## config.mk

```make
export PLATFORM = sky130hd
export DESIGN_NAME = mult_share_arbiter
export DESIGN_NICKNAME = d
export VERILOG_FILES = /design/src/rtl/mult_share_arbiter.sv
export SDC_FILE = /design/constraint.sdc
export NUM_CORES = 1
export LEC_CHECK = 0
export CORE_AREA = 8 8 213 215
export DETAILED_ROUTE_END_ITERATION = 7
export DIE_AREA = 0 0 221 223
export MAX_ROUTING_LAYER = met4
export SLEW_MARGIN = 0
export SYNTH_ARGS = -nofsm -noshare
export SYNTH_HDL_FRONTEND = slang
export SYNTH_SLANG_ARGS = --single-unit
```

## constraint.sdc

```tcl
create_clock -name clk -period 9.5 [get_ports clk]
set_input_delay 1.425 -clock clk [delete_from_list [all_inputs] [get_ports clk]]
set_output_delay 1.425 -clock clk [all_outputs]
set_load 0.02 [all_outputs]
```

## src/rtl/mult_share_arbiter.sv

```systemverilog
// Round-robin sharing of one pipelined multiplier among NUM_REQ requesters, with tag tracking
// and per-requester response registers. Optional statistics counters under MULT_ARB_STATS_EN.
module mult_share_arbiter #(
  parameter int NUM_REQ     = 4,
  parameter int DATA_LEN    = 32,
  parameter int MUL_LATENCY = 2
) (
  input  logic                         clk,
  input  logic                         reset,
  input  logic                         flush,
  input  logic [NUM_REQ-1:0]           req_valid,
  input  logic [NUM_REQ*DATA_LEN-1:0]  req_a,
  input  logic [NUM_REQ*DATA_LEN-1:0]  req_b,
  output logic [NUM_REQ-1:0]           req_ready,
  output logic [NUM_REQ-1:0]           rsp_valid,
  output logic [NUM_REQ*DATA_LEN-1:0]  rsp_data,
  input  logic [NUM_REQ-1:0]           rsp_ready,
  output logic [DATA_LEN-1:0]          mul_a,
  output logic [DATA_LEN-1:0]          mul_b,
  output logic                         mul_in_valid,
  output logic                         mul_reset,
  input  logic [DATA_LEN-1:0]          mul_result,
  output logic                         busy,
  output logic [31:0]                  stat_issue_cnt,
  output logic [31:0]                  stat_conflict_cnt
);

  localparam int IDX_W = (NUM_REQ > 1) ? $clog2(NUM_REQ) : 1;
  localparam int CNT_W = $clog2(MUL_LATENCY + 1);
  localparam logic [IDX_W-1:0] LAST_IDX = IDX_W'(NUM_REQ - 1);
  localparam logic [0:0] ST_RUN   = 1'b0;
  localparam logic [0:0] ST_FLUSH = 1'b1;

  logic [0:0]          state;
  logic [CNT_W-1:0]    flush_cnt;
  logic [IDX_W-1:0]    rr_ptr;
  logic [NUM_REQ-1:0]  pending;
  logic [NUM_REQ-1:0]  eligible;
  logic [NUM_REQ-1:0]  grant;
  logic [NUM_REQ-1:0]  rsp_fire;
  logic [IDX_W-1:0]    grant_idx;
  logic [IDX_W:0]      cand;
  logic                grant_any;
  logic                clear_work;
  logic                result_take;

  logic [DATA_LEN-1:0] op_a    [NUM_REQ];
  logic [DATA_LEN-1:0] op_b    [NUM_REQ];
  logic [DATA_LEN-1:0] rsp_arr [NUM_REQ];

  // Stage 0 rides alongside mul_a/mul_b; the remaining MUL_LATENCY stages follow the multiplier.
  logic                tag_vld_p [0:MUL_LATENCY];
  logic [IDX_W-1:0]    tag_idx_p [0:MUL_LATENCY];

  for (genvar i = 0; i < NUM_REQ; i++) begin : g_pack
    assign op_a[i] = req_a[i*DATA_LEN +: DATA_LEN];
    assign op_b[i] = req_b[i*DATA_LEN +: DATA_LEN];
    assign rsp_data[i*DATA_LEN +: DATA_LEN] = rsp_arr[i];
  end

  assign eligible    = (state == ST_RUN && !flush) ? (req_valid & ~pending) : '0;
  assign rsp_fire    = rsp_valid & rsp_ready;
  assign clear_work  = flush || (state == ST_FLUSH);
  assign result_take = tag_vld_p[MUL_LATENCY] && !clear_work;
  assign req_ready   = reset ? '0 : grant;
  assign mul_reset   = reset | (state == ST_FLUSH);
  assign busy        = (|pending) | (state != ST_RUN);

  // Round-robin scan starting one past the last winner.
  always_comb begin
    grant     = '0;
    grant_idx = '0;
    grant_any = 1'b0;
    cand      = '0;
    for (int k = 1; k <= NUM_REQ; k++) begin
      cand = {1'b0, rr_ptr} + (IDX_W+1)'(k);
      if (cand >= (IDX_W+1)'(NUM_REQ))
        cand = cand - (IDX_W+1)'(NUM_REQ);
      if (!grant_any && eligible[cand[IDX_W-1:0]]) begin
        grant_any               = 1'b1;
        grant_idx               = cand[IDX_W-1:0];
        grant[cand[IDX_W-1:0]]  = 1'b1;
      end
    end
  end

  // Control: FSM, round-robin pointer, pending flags, tag pipe and response valids.
  always_ff @(posedge clk or posedge reset) begin
    if (reset) begin
      state        <= ST_RUN;
      flush_cnt    <= '0;
      rr_ptr       <= LAST_IDX;
      pending      <= '0;
      mul_in_valid <= 1'b0;
      rsp_valid    <= '0;
      for (int s = 0; s <= MUL_LATENCY; s++) begin
        tag_vld_p[s] <= 1'b0;
        tag_idx_p[s] <= '0;
      end
    end else begin
      mul_in_valid <= grant_any;
      tag_vld_p[0] <= grant_any;
      tag_idx_p[0] <= grant_idx;
      for (int s = 1; s <= MUL_LATENCY; s++) begin
        tag_vld_p[s] <= tag_vld_p[s-1];
        tag_idx_p[s] <= tag_idx_p[s-1];
      end
      if (grant_any)
        rr_ptr <= grant_idx;
      pending   <= (pending & ~rsp_fire) | grant;
      rsp_valid <= rsp_valid & ~rsp_fire;
      if (result_take)
        rsp_valid[tag_idx_p[MUL_LATENCY]] <= 1'b1;

      if (flush) begin
        state     <= ST_FLUSH;
        flush_cnt <= CNT_W'(MUL_LATENCY);
      end else if (state == ST_FLUSH) begin
        if (flush_cnt <= CNT_W'(1))
          state <= ST_RUN;
        else
          flush_cnt <= flush_cnt - CNT_W'(1);
      end

      // Anything in flight at or during a flush is dropped, including a result landing now.
      if (clear_work) begin
        pending   <= '0;
        rsp_valid <= '0;
        for (int s = 1; s <= MUL_LATENCY; s++)
          tag_vld_p[s] <= 1'b0;
      end
    end
  end

  // Datapath: operand issue registers and per-requester result holding registers.
  always_ff @(posedge clk or posedge reset) begin
    if (reset) begin
      mul_a <= '0;
      mul_b <= '0;
      for (int i = 0; i < NUM_REQ; i++)
        rsp_arr[i] <= '0;
    end else begin
      if (grant_any) begin
        mul_a <= op_a[grant_idx];
        mul_b <= op_b[grant_idx];
      end else begin
        mul_a <= '0;
        mul_b <= '0;
      end
      if (result_take)
        rsp_arr[tag_idx_p[MUL_LATENCY]] <= mul_result;
    end
  end

`ifdef MULT_ARB_STATS_EN
  logic [31:0] issue_cnt;
  logic [31:0] conflict_cnt;
  logic        multi_elig;

  // At least two bits set: clearing the lowest set bit leaves something behind.
  assign multi_elig = |(eligible & (eligible - NUM_REQ'(1)));

  always_ff @(posedge clk or posedge reset) begin
    if (reset) begin
      issue_cnt    <= '0;
      conflict_cnt <= '0;
    end else begin
      issue_cnt    <= issue_cnt + 32'(grant_any);
      conflict_cnt <= conflict_cnt + 32'(multi_elig);
    end
  end

  assign stat_issue_cnt    = issue_cnt;
  assign stat_conflict_cnt = conflict_cnt;
`else
  assign stat_issue_cnt    = 32'd0;
  assign stat_conflict_cnt = 32'd0;
`endif

endmodule

```

==> reports/metrics.csv <==
stage,metric,value,unit
power,powerDensity,229.4,nW/um^2
worst_setup_path,setup.worst_path.start_class,input pin,
grt,grt_max_degree,146,
power,pwr-share-comb,0.421,
logic_synthesis,ys_seq_area_frac,0.5168,
sta,tightest_slew,1.089,ns
sta,fmax,162.8,MHz
job,max_cap_viol_count,0,
floorplan,core-area,42320,sq um
cells_and_area,fillers,4081,
logic_synthesis,syn_inst,752,
worst_setup_path,r2r_setup_slack,5.02,ns
worst_setup_path,crit_slowest_cell,clkdlybuf4s50_1,
drt,routed_wl,37700,um
drt,drtIter0Drc,357,
grt,antenna_found_initial,0,
sta,finalCriticalPeriod,6.143,ns
logic_synthesis,ys_top_cells_by_area,"dfrtp_1 (51%), mux2_2 (14%), mux2i_1 (13%), buf_4 (5.1%), o22ai_2 (4.7%)",
floorplan,die_w,221,um
sta,setup_violations,0,
logic_synthesis,yosys.area.top_type_share,0.5118,
worst_setup_path,cp_max_fo,11,
grt,grt_use_total,0.1500,
sta,period_share,0.6466,
grt,grt_pass1_wl,56190,um
logic_synthesis,synth_area_per_cell,13.78,sq um
worst_setup_path,path_cells,"clkdlybuf4s50_1, nor4b_4, mux4_2, or2_1, and4b_1, a221oi_1, nor2_1, clkdlybuf4s50_1",
logic_synthesis,ys_ff_latch,214,
clock_tree,numCtsBuffers,26,
drt,drc,0,
logic_synthesis,synth_area_leader_cell,dfrtp_1,
power,ir_drop,125.2,uV
logic_synthesis,synthArstFlopShare,1.000,
floorplan,floorplan.initialDensity,0.2450,
clock_tree,clockRootBuffer,clkbuf_16,
power,switchingPower,1326,uW
cells_and_area,fin_nets,1553,
drt,dr.pass1.iters,4,
worst_setup_path,cpPeakStageDelay,0.66,ns
worst_setup_path,path_delay_family,buffers and inverters,
power,p_int,2462,uW
clock_tree,insertion_delay,0.54,ns
power,seqPwrFrac,0.295,
status,run_status,"finished, final reports clean",
worst_setup_path,cp-end-kind,output port,
sta,final.setup.tns,0,ns
grt,overflow,0,
worst_setup_path,cp.required,8.08,ns
clock_tree,cts_tree,built,
logic_synthesis,synth_most_common_cell,dfrtp_1,
floorplan,die_y,223,um
power,p_leak,0.007805,uW
floorplan,ios,566,
drt,vias,7727,
place,dpl.hpwl,29520,um
sta,fin_skew,0.008189,ns
clock_tree,post_cts_resized,0,
worst_setup_path,critPathArrivalTime,4.72,ns
worst_setup_path,crit_buf_inv,2,
cells_and_area,area_growth,59.28,%
power,p_sw_frac,0.3500,
worst_setup_path,crit_path_start,flush,
floorplan,core.rowCount,76,
worst_setup_path,cpMostUsedCell,clkdlybuf4s50_1,
logic_synthesis,synth-edff-count,0,
place,io_buffers,501,
clock_tree,cts.reportedPaths.clkPinSlew,0.06,ns
logic_synthesis,synthTopCellsByCount,"dfrtp_1 (212), mux2i_1 (130), mux2_2 (128)",
clock_tree,htree_levels,1,
floorplan,die-area,49280,sq um
sta,rsz0062_at_grt,no,
clock_tree,cts_setup_buffers,0,
min_path,hp-class,reg -> reg,
logic_synthesis,synth_ff_type,dfrtp_1,
clock_tree,cts_hold_buffers,0,
sta,slew_violations,0,
sta,slew_headroom,0.2741,
worst_setup_path,path_class,in -> out,
drt,avgRoutedWirePerCell,20.82,um
place,place.gp.congestion,0.8028,
sta,hold_viol_final,0,
power,clock_power_share,0.284,
worst_setup_path,r2r_start,rr_ptr[0]$_DFFE_PP1P_,
clock_tree,cts.sinks,214,
cells_and_area,diodes,0,
logic_synthesis,syn_area,10370,sq um
drt,drtAntennaViolNets,0,
logic_synthesis,ys_types,44,
min_path,min-delay-start,tag_idx_p[3]$_DFF_PP0_,
logic_synthesis,yosys_warnings,0,
drt,viasPerCell,4.267,
clock_tree,clockBufferDepth,3,
sta,timing.hold.ws,0.3455,ns
cells_and_area,post_route_cells_drive_above_1_share,0.1921,
grt,grt_pass1_vias,8574,
[layer usage]
layer,routed length [um],track usage
met5,0,-
met4,786,0.03788
met3,2777,0.04373
met2,19300,0.2608
met1,14830,0.1681
[cells by family (layout without fill, tap and decap cells)]
logic type	count (synthesis)	count (layout)	synth area share
adders and majority gates	9	9	0.01086
muxes	261	261	0.2711
AOI/OAI and AO/OA	90	90	0.08027
buffers and inverters	119	569	0.08461
xor gates and xnor gates	3	3	0.002535
and+or+nand+nor	55	55	0.03343
DFF	214	214	0.5168
other	1	64	0.0003618
[power groups by stage]
stage	Sequential [uW]	Clock [uW]	Combinational [uW]
global route	1130	1150	1710
finish	1120	1080	1600
detailed placement	1140	0	1620
floorplan	1240	0	1040
CTS	1120	1110	1630
global placement	1130	0	1620
[worst paths after layout]
path,end,depth (start not counted)
min in group asynchronous,rsp_data[88]$_DFFE_PP0P_,2
worst min-delay path,tag_idx_p[1]$_DFF_PP0_,0
worst max register to register,mul_a[1]$_DFF_PP0_,10
max in group asynchronous,mul_b[4]$_DFF_PP0_,3
worst max-delay path,req_ready[2],8
worst min register to register,tag_idx_p[1]$_DFF_PP0_,0
[cell type report]
| type | instances | area [sq um] | share of cell area |
|---|---|---|---|
| clock buffer | 34 | 730.7 | 0.04426 |
| timing repair buffer | 512 | 5097 | 0.3087 |
| multi-input combinational | 482 | 4388 | 0.2658 |
| tap | 546 | 683.2 | 0.04138 |
| clock inverter | 14 | 212.7 | 0.01288 |
| inverter | 9 | 41.29 | 0.002501 |
| sequential | 214 | 5358 | 0.3245 |
[registers in the layout (all words and copies together) (netlist names), 3 cells and up]
name	cells
tag_vld_p	3
rsp_valid	4
tag_idx_p	6
pending	4
rsp_data	128
mul_b	32
mul_a	32
[cells in the final DEF, fill, tap and decap left out, types with 6 or more instances in the layout]
master	count
mux2i_1	130
inv_1	6
buf_4	11
a221oi_1	6
a21oi_1	8
nor2_1	16
clkinv_2	6
dfrtp_1	212
ha_1	9
mux2_2	128
conb_1	64
clkdlybuf4s50_1	501
clkbuf_16	26
a22oi_1	6
o22ai_2	38
o22ai_1	26
nand2_1	13
[through the flow]
stage	power (uW)	cells	cell area [sq um]	setup slack [ns]	utilization
finish	3788	1811	16510	3.357	0.3902
global route	3994	1811	16510	3.150	0.3902
CTS	3862	1811	16510	3.311	0.3902
detailed placement	2761	1763	15570	3.313	0.3679
global placement	2750	1763	15570	3.423	0.3679
floorplan	2281	815	10600	2.227	-
No activity file was read; power rests on OpenSTA's default activity.
